File: src/rtl/stopwatch_pkg.sv
// Shared definitions for the stopwatch front-end and the downstream counter stage.
package stopwatch_pkg;

  // Mode codes seen by the counter/display stage.
  typedef enum logic [2:0] {
    ST_RESET = 3'b001,
    ST_COUNT = 3'b010,
    ST_PAUSE = 3'b011,
    ST_STOP  = 3'b100
  } state_t;

  // The single winning press event of a cycle after priority resolution.
  typedef enum logic [2:0] {
    EV_NONE  = 3'd0,
    EV_RESET = 3'd1,
    EV_STOP  = 3'd2,
    EV_PAUSE = 3'd3,
    EV_COUNT = 3'd4
  } event_t;

  localparam int unsigned CLK_HZ = 50_000_000;

  // Resolve simultaneous presses: Reset > Stop > Pause > Count.
  function automatic event_t encode_event(input logic ev_reset, input logic ev_stop,
                                          input logic ev_pause, input logic ev_count);
    event_t ev;
    if (ev_reset) begin
      ev = EV_RESET;
    end else if (ev_stop) begin
      ev = EV_STOP;
    end else if (ev_pause) begin
      ev = EV_PAUSE;
    end else if (ev_count) begin
      ev = EV_COUNT;
    end else begin
      ev = EV_NONE;
    end
    return ev;
  endfunction

endpackage

File: src/rtl/button_debounce.sv
// Synchronizer + debouncer for one push button; emits a one-cycle pulse on
// each accepted press (0->1 acceptance). Releases are accepted silently.
module button_debounce #(
  parameter int DEBOUNCE_CYCLES = 500000,
  parameter int CNT_W           = 20
) (
  input  logic clk,
  input  logic rst,
  input  logic din,
  output logic level,
  output logic press
);

  localparam logic [CNT_W-1:0] CNT_MAX  = CNT_W'(DEBOUNCE_CYCLES - 1);
  localparam logic [CNT_W-1:0] CNT_ZERO = {CNT_W{1'b0}};
  localparam logic [CNT_W-1:0] CNT_ONE  = CNT_W'(1);

  logic             sync1_q, sync2_q;
  logic             stable_q, stable_d;
  logic             press_q, press_d;
  logic [CNT_W-1:0] cnt_q, cnt_d;

  // Two-flop synchronizer for the asynchronous button input.
  always_ff @(posedge clk or posedge rst) begin
    if (rst) begin
      sync1_q <= 1'b0;
      sync2_q <= 1'b0;
    end else begin
      sync1_q <= din;
      sync2_q <= sync1_q;
    end
  end

  // Count consecutive cycles of disagreement; accept the new level after
  // DEBOUNCE_CYCLES of them. The >= guard keeps the counter from ever wrapping.
  always_comb begin
    stable_d = stable_q;
    cnt_d    = CNT_ZERO;
    press_d  = 1'b0;
    if (sync2_q == stable_q) begin
      cnt_d = CNT_ZERO;
    end else if (cnt_q >= CNT_MAX) begin
      stable_d = sync2_q;
      cnt_d    = CNT_ZERO;
      press_d  = sync2_q;
    end else begin
      cnt_d = cnt_q + CNT_ONE;
    end
  end

  // Debounce state and registered press pulse.
  always_ff @(posedge clk or posedge rst) begin
    if (rst) begin
      stable_q <= 1'b0;
      cnt_q    <= CNT_ZERO;
      press_q  <= 1'b0;
    end else begin
      stable_q <= stable_d;
      cnt_q    <= cnt_d;
      press_q  <= press_d;
    end
  end

  assign level = stable_q;
  assign press = press_q;

endmodule

File: src/rtl/stopwatch_button_fsm.sv
// Stopwatch front-end: debounced button events drive the mode FSM whose
// registered state code feeds the counter/display stage.
module stopwatch_button_fsm
  import stopwatch_pkg::*;
#(
  parameter int DEBOUNCE_CYCLES = 500000,
  parameter int CNT_W           = 20
) (
  input  logic       clk,
  input  logic       rst,
  input  logic       ButtonStart,
  input  logic       ButtonReset,
  input  logic       ButtonCount,
  input  logic       ButtonPause,
  input  logic       ButtonStop,
  output logic [2:0] state,
  output logic       state_changed
);

  // Bit order: 0 Reset, 1 Count, 2 Pause, 3 Stop.
  logic [3:0] buttons_s;
  logic [3:0] press_s;
  logic [3:0] levels_unused_s;

  logic   start_sync1_q, start_sync2_q;
  state_t state_q, state_d;
  logic   state_changed_q, state_changed_d;
  event_t ev_s;

  assign buttons_s = {ButtonStop, ButtonPause, ButtonCount, ButtonReset};

  for (genvar i = 0; i < 4; i++) begin : g_btn
    button_debounce #(
      .DEBOUNCE_CYCLES(DEBOUNCE_CYCLES),
      .CNT_W          (CNT_W)
    ) u_debounce (
      .clk  (clk),
      .rst  (rst),
      .din  (buttons_s[i]),
      .level(levels_unused_s[i]),
      .press(press_s[i])
    );
  end

  // Start switch is a level: synchronize only, no debounce.
  always_ff @(posedge clk or posedge rst) begin
    if (rst) begin
      start_sync1_q <= 1'b0;
      start_sync2_q <= 1'b0;
    end else begin
      start_sync1_q <= ButtonStart;
      start_sync2_q <= start_sync1_q;
    end
  end

  // Next-state logic: Start low forces RESET and discards events; an
  // unexpected state code also recovers to RESET.
  always_comb begin
    ev_s    = encode_event(press_s[0], press_s[3], press_s[2], press_s[1]);
    state_d = state_q;
    if (!start_sync2_q) begin
      state_d = ST_RESET;
    end else if (!(state_q inside {ST_RESET, ST_COUNT, ST_PAUSE, ST_STOP})) begin
      state_d = ST_RESET;
    end else begin
      case (ev_s)
        EV_RESET: state_d = ST_RESET;
        EV_STOP:  state_d = ST_STOP;
        EV_PAUSE: begin
          if (state_q == ST_COUNT) begin
            state_d = ST_PAUSE;
          end else begin
            state_d = state_q;
          end
        end
        EV_COUNT: begin
          if ((state_q == ST_RESET) || (state_q == ST_PAUSE)) begin
            state_d = ST_COUNT;
          end else begin
            state_d = state_q;
          end
        end
        default:  state_d = state_q;
      endcase
    end
    state_changed_d = (state_d != state_q);
  end

  // Mode register and change pulse.
  always_ff @(posedge clk or posedge rst) begin
    if (rst) begin
      state_q         <= ST_RESET;
      state_changed_q <= 1'b0;
    end else begin
      state_q         <= state_d;
      state_changed_q <= state_changed_d;
    end
  end

  assign state         = state_q;
  assign state_changed = state_changed_q;

endmodule

File: config.mk
export PLATFORM = sky130hd
export DESIGN_NAME = stopwatch_button_fsm
export DESIGN_NICKNAME = d
export VERILOG_FILES = /design/src/rtl/stopwatch_pkg.sv /design/src/rtl/button_debounce.sv /design/src/rtl/stopwatch_button_fsm.sv
export SDC_FILE = /design/constraint.sdc
export NUM_CORES = 1
export LEC_CHECK = 0
export BUFFER_PORTS_ARGS = -buffer_cell sky130_fd_sc_hd__clkbuf_2
export CAP_MARGIN = 40
export CORE_MARGIN = 3
export CORE_UTILIZATION = 60
export DETAILED_ROUTE_END_ITERATION = 8
export GPL_TIMING_DRIVEN = 0
export PLACE_DENSITY = 0.88
export SYNTH_ARGS = -nofsm -noshare
export SYNTH_HDL_FRONTEND = slang
export SYNTH_HIERARCHICAL = 1
export SYNTH_SLANG_ARGS = --single-unit
File: constraint.sdc
create_clock -name clk -period 2.4 [get_ports clk]
set_input_delay 0.48 -clock clk [delete_from_list [all_inputs] [get_ports clk]]
set_output_delay 0.48 -clock clk [all_outputs]
set_load 0.02 [all_outputs]
==> impl_metrics.csv <==
group,metric,value,unit
cts,root_buffer,"clkbuf_8",
power,leakage,0.00219,uW
run_status,status,"completed",
routing,wl,10100,microns
place,dp_hpwl,7090,microns
final_layout,final_area,5450,sq um
sta,slew_headroom,65.5,%
critical_path,cp_top_family,"simple AND/OR/NAND/NOR gates",
critical_path,crit_arrival,2300,ps
sta,period_share,84.7,%
yosys,synth-seq-cells,102,
critical_path,cp_slowest_cell,"or4b_1",
place,port_buffers,10,
yosys,syn_area_per_cell,10.4,sq um
final_layout,layout_common_cells,"101 x dfrtp_1, 58 x nor2_1, 32 x nand3_1, 32 x xor2_1, 26 x a21oi_1",
power,combPwrFrac,6.5,%
final_layout,fillCellCount,580,
critical_path,worst_setup_path_start_kind,"flop",
critical_path,end_kind,"flop",
yosys,synthSimpleGateAreaFrac,26.4,%
critical_path,cp.buffers_inverters,2,
critical_path,cp_max_fo,10,
routing,num_vias,3793,
die,fp.dieH,97.2,microns
grt,antenna_found_initial,0,
yosys,synthAdderAreaFrac,1.00,%
yosys,ys_async_sr_fraction,100,%
final_layout,multi_input_area,2300,sq um
routing,ant_nets,0,
final_layout,antenna_cells,0,
grt,grt_use_total,22.1,%
final_layout,regArea,2550,sq um
yosys,synth_edf_count,0,
yosys,yosysUniqueCellTypes,44,
place,gp_congestion,0.848,
power,switching_share,24.3,%
power,power_density,577,nW/um^2
cts,cts_tree,"done",
yosys,synthMuxAreaShare,1.10,%
sta,finalClockSkew,14.4,ps
final_layout,nNetsFinal,518,
sta,tns,0,ps
routing,drt-pass1-iter-count,4,
cts,cts_sinks,102,
yosys,synth_nets,493,
cts,clk_latency,370,ps
cts,cts_resized,0,
yosys,synth-compound-area-share,8.24,%
critical_path,critPathCapture,"g_btn[1].u_debounce/cnt_q[10]",
yosys,synth_top_family_by_area,"simple AND/OR/NAND/NOR gates",
sta,worst_slew_pin_slew,516,ps
yosys,synth-seq-area-share,51.1,%
yosys,synth-xor-area-share,9.12,%
yosys,syn_inst,482,
grt,grt_max_degree,18,
grt,grt-ovfl-total,0,
routing,viasPerCell,6.18,
power,ir_drop,308,uV
sta,hold_violations,0,
sta,period_minus_slack,2030,ps
final_layout,drive_above_1_share,13.7,%
routing,drt_iter0_drc,170,
routing,routedWlPerCell,16.5,microns
cts,cts_buffers,9,
final_layout,final_core_util,69.1,%
final_layout,final_common_cell,"dfrtp_1",
critical_path,ff2ff_path_depth,6,
place,place_area,5230,sq um
critical_path,reg2reg_from,"g_btn[1].u_debounce/cnt_q[12]",
min_path,hold_class,"input port to asynchronous set/reset pin",
die,die-area,9460,sq um
final_layout,syn2layout_area_growth,9.07,%
critical_path,startpoint,"g_btn[1].u_debounce/cnt_q[12]",
grt,grt_first_pass_wirelength,17300,microns
power,p_int,2380,uW
cts,cts_max_level,3,
critical_path,worstPathRequired,2670,ps
die,initial_utilization,63.3,%
critical_path,cpMostUsedCell,"buf_4",
yosys,synth_ff_type,"dfrtp_1",
sta,rsz0062_at_grt,"no",
yosys,yosysWarnings,6,
yosys,netlist_area,4990,sq um
cts,post_cts_buffers,0,
sta,drv_slew,0,
grt,grt_pass1_vias,3765,
critical_path,critPathMaxStageDelay,540,ps
critical_path,path_depth,6,
critical_path,crit_type,"flop to flop",
sta,fmax,492,MHz
die,fp.coreArea,7890,sq um
critical_path,crit_chain,"or4b_1 > nor3_1 > a211o_1 > buf_4 > buf_4 > nor2_1",
cts,hold_buffers,0,
die,dieWidth,97.2,microns
routing,drc_errors,0,
power,switching_power,763,uW
sta,setup_viol,0,
power,power.share.clock,36.4,%
critical_path,r2r_setup_slack,370,ps
critical_path,rr_endpoint,"g_btn[1].u_debounce/cnt_q[10]",
cts,clockBufferDepth,2,
power,seq_power_share,57.1,%
cts,path_clk_slew,100,ps
run,max-cap-violations,0,
die,fp-row-count,32,
die,ios,11,
-- kinds of logic after synthesis --
group                    after synthesis
AND/OR/NAND/NOR                      225
flip-flops                           102
AO/OA/AOI/OAI                         65
XOR/XNOR                              52
buffers and inverters                 25
multiplexers                           5
adder cells (fa/ha/maj)                4
other                                  4
-- flip-flops by register name, indices dropped and copies added, names as in the netlist --
register,count
g_btn.u_debounce/cnt_q,80
g_btn.u_debounce/level,4
g_btn.u_debounce/press,4
g_btn.u_debounce/sync1_q,4
g_btn.u_debounce/sync2_q,4
state,3
start_sync1_q,1
start_sync2_q,1
state_changed,1
-- worst register-to-register path, stage by stage, from the launching register on --
cell	delay [ps]
dfrtp_1	470
or4b_1	540
nor3_1	300
a211o_1	180
buf_4	180
buf_4	200
nor2_1	70
-- cells in the mapped netlist (5+ instances only) --
master,instances,area (sq um)
nor3_1,17,85.1
o21ai_0,13,65.1
nor2_1,58,218
a21oi_2,5,43.8
nor3b_1,5,37.5
and4_1,8,70.1
inv_1,12,45.0
or3_1,8,50.1
nand4_1,24,150
nand3_1,32,160
buf_4,8,60.1
dfrtp_1,101,2530
xnor2_1,20,175
xor2_1,32,280
a21oi_1,26,130
or4b_1,8,80.1
nor4_1,13,81.3
nand2_1,20,75.1
-- per-stage QoR --
stage / power [uW] / hold WS, ps / std cells / setup WS (ps)
2_1_floorplan: 1960 / 270 / 482 / 653
3_3_place_gp: 2010 / 332 / 594 / 498
3_5_place_dp: 2030 / 335 / 598 / 393
4_1_cts: 3180 / 62.0 / 614 / 381
5_1_grt: 3280 / 67.4 / 614 / 296
6_report: 3140 / 77.8 / 614 / 368
-- layout make-up --
| cell class | count | share of cell area [%] |
|---|---|---|
| Clock buffer | 11 | 2.78 |
| Timing Repair Buffer | 14 | 2.02 |
| Inverter | 12 | 0.827 |
| Clock inverter | 5 | 1.17 |
| Sequential cell | 102 | 46.9 |
| Tap cell | 102 | 2.34 |
| Multi-Input combinational cell | 355 | 42.3 |
| Buffer | 13 | 1.68 |
-- power groups by stage --
stage,sequential (uW),combinational (uW),clock [uW]
2_1_floorplan,1830,135,0
3_3_place_gp,1820,184,0
3_5_place_dp,1830,207,0
4_1_cts,1790,208,1180
5_1_grt,1800,230,1250
6_report,1790,204,1150
-- layer usage --
| layer | vias up | global-route usage, % | routed length [microns] |
|---|---|---|---|
| met3 | 23 | 5.60 | 398 |
| met1 | 1878 | 28.2 | 4310 |
| li1 | 1797 | - | - |
| met5 | - | 0 | 0 |
| met2 | 95 | 37.6 | 5220 |
| met4 | 0 | 6.18 | 189 |
-- how the worst min path moves through the flow --
stage | from | end | slack [ps] | depth (start not counted)
after global routing | rst | state_changed | 70 | 2
after global placement | start_sync1_q | start_sync2_q | 330 | 0
after CTS | rst | state_changed | 60 | 2
after detailed placement | g_btn[0].u_debounce/sync1_q | g_btn[0].u_debounce/sync2_q | 330 | 0
final | rst | state_changed | 80 | 2
after floorplan | rst | start_sync1_q | 270 | 1
Note: power is estimated with default switching activity, not from simulation.
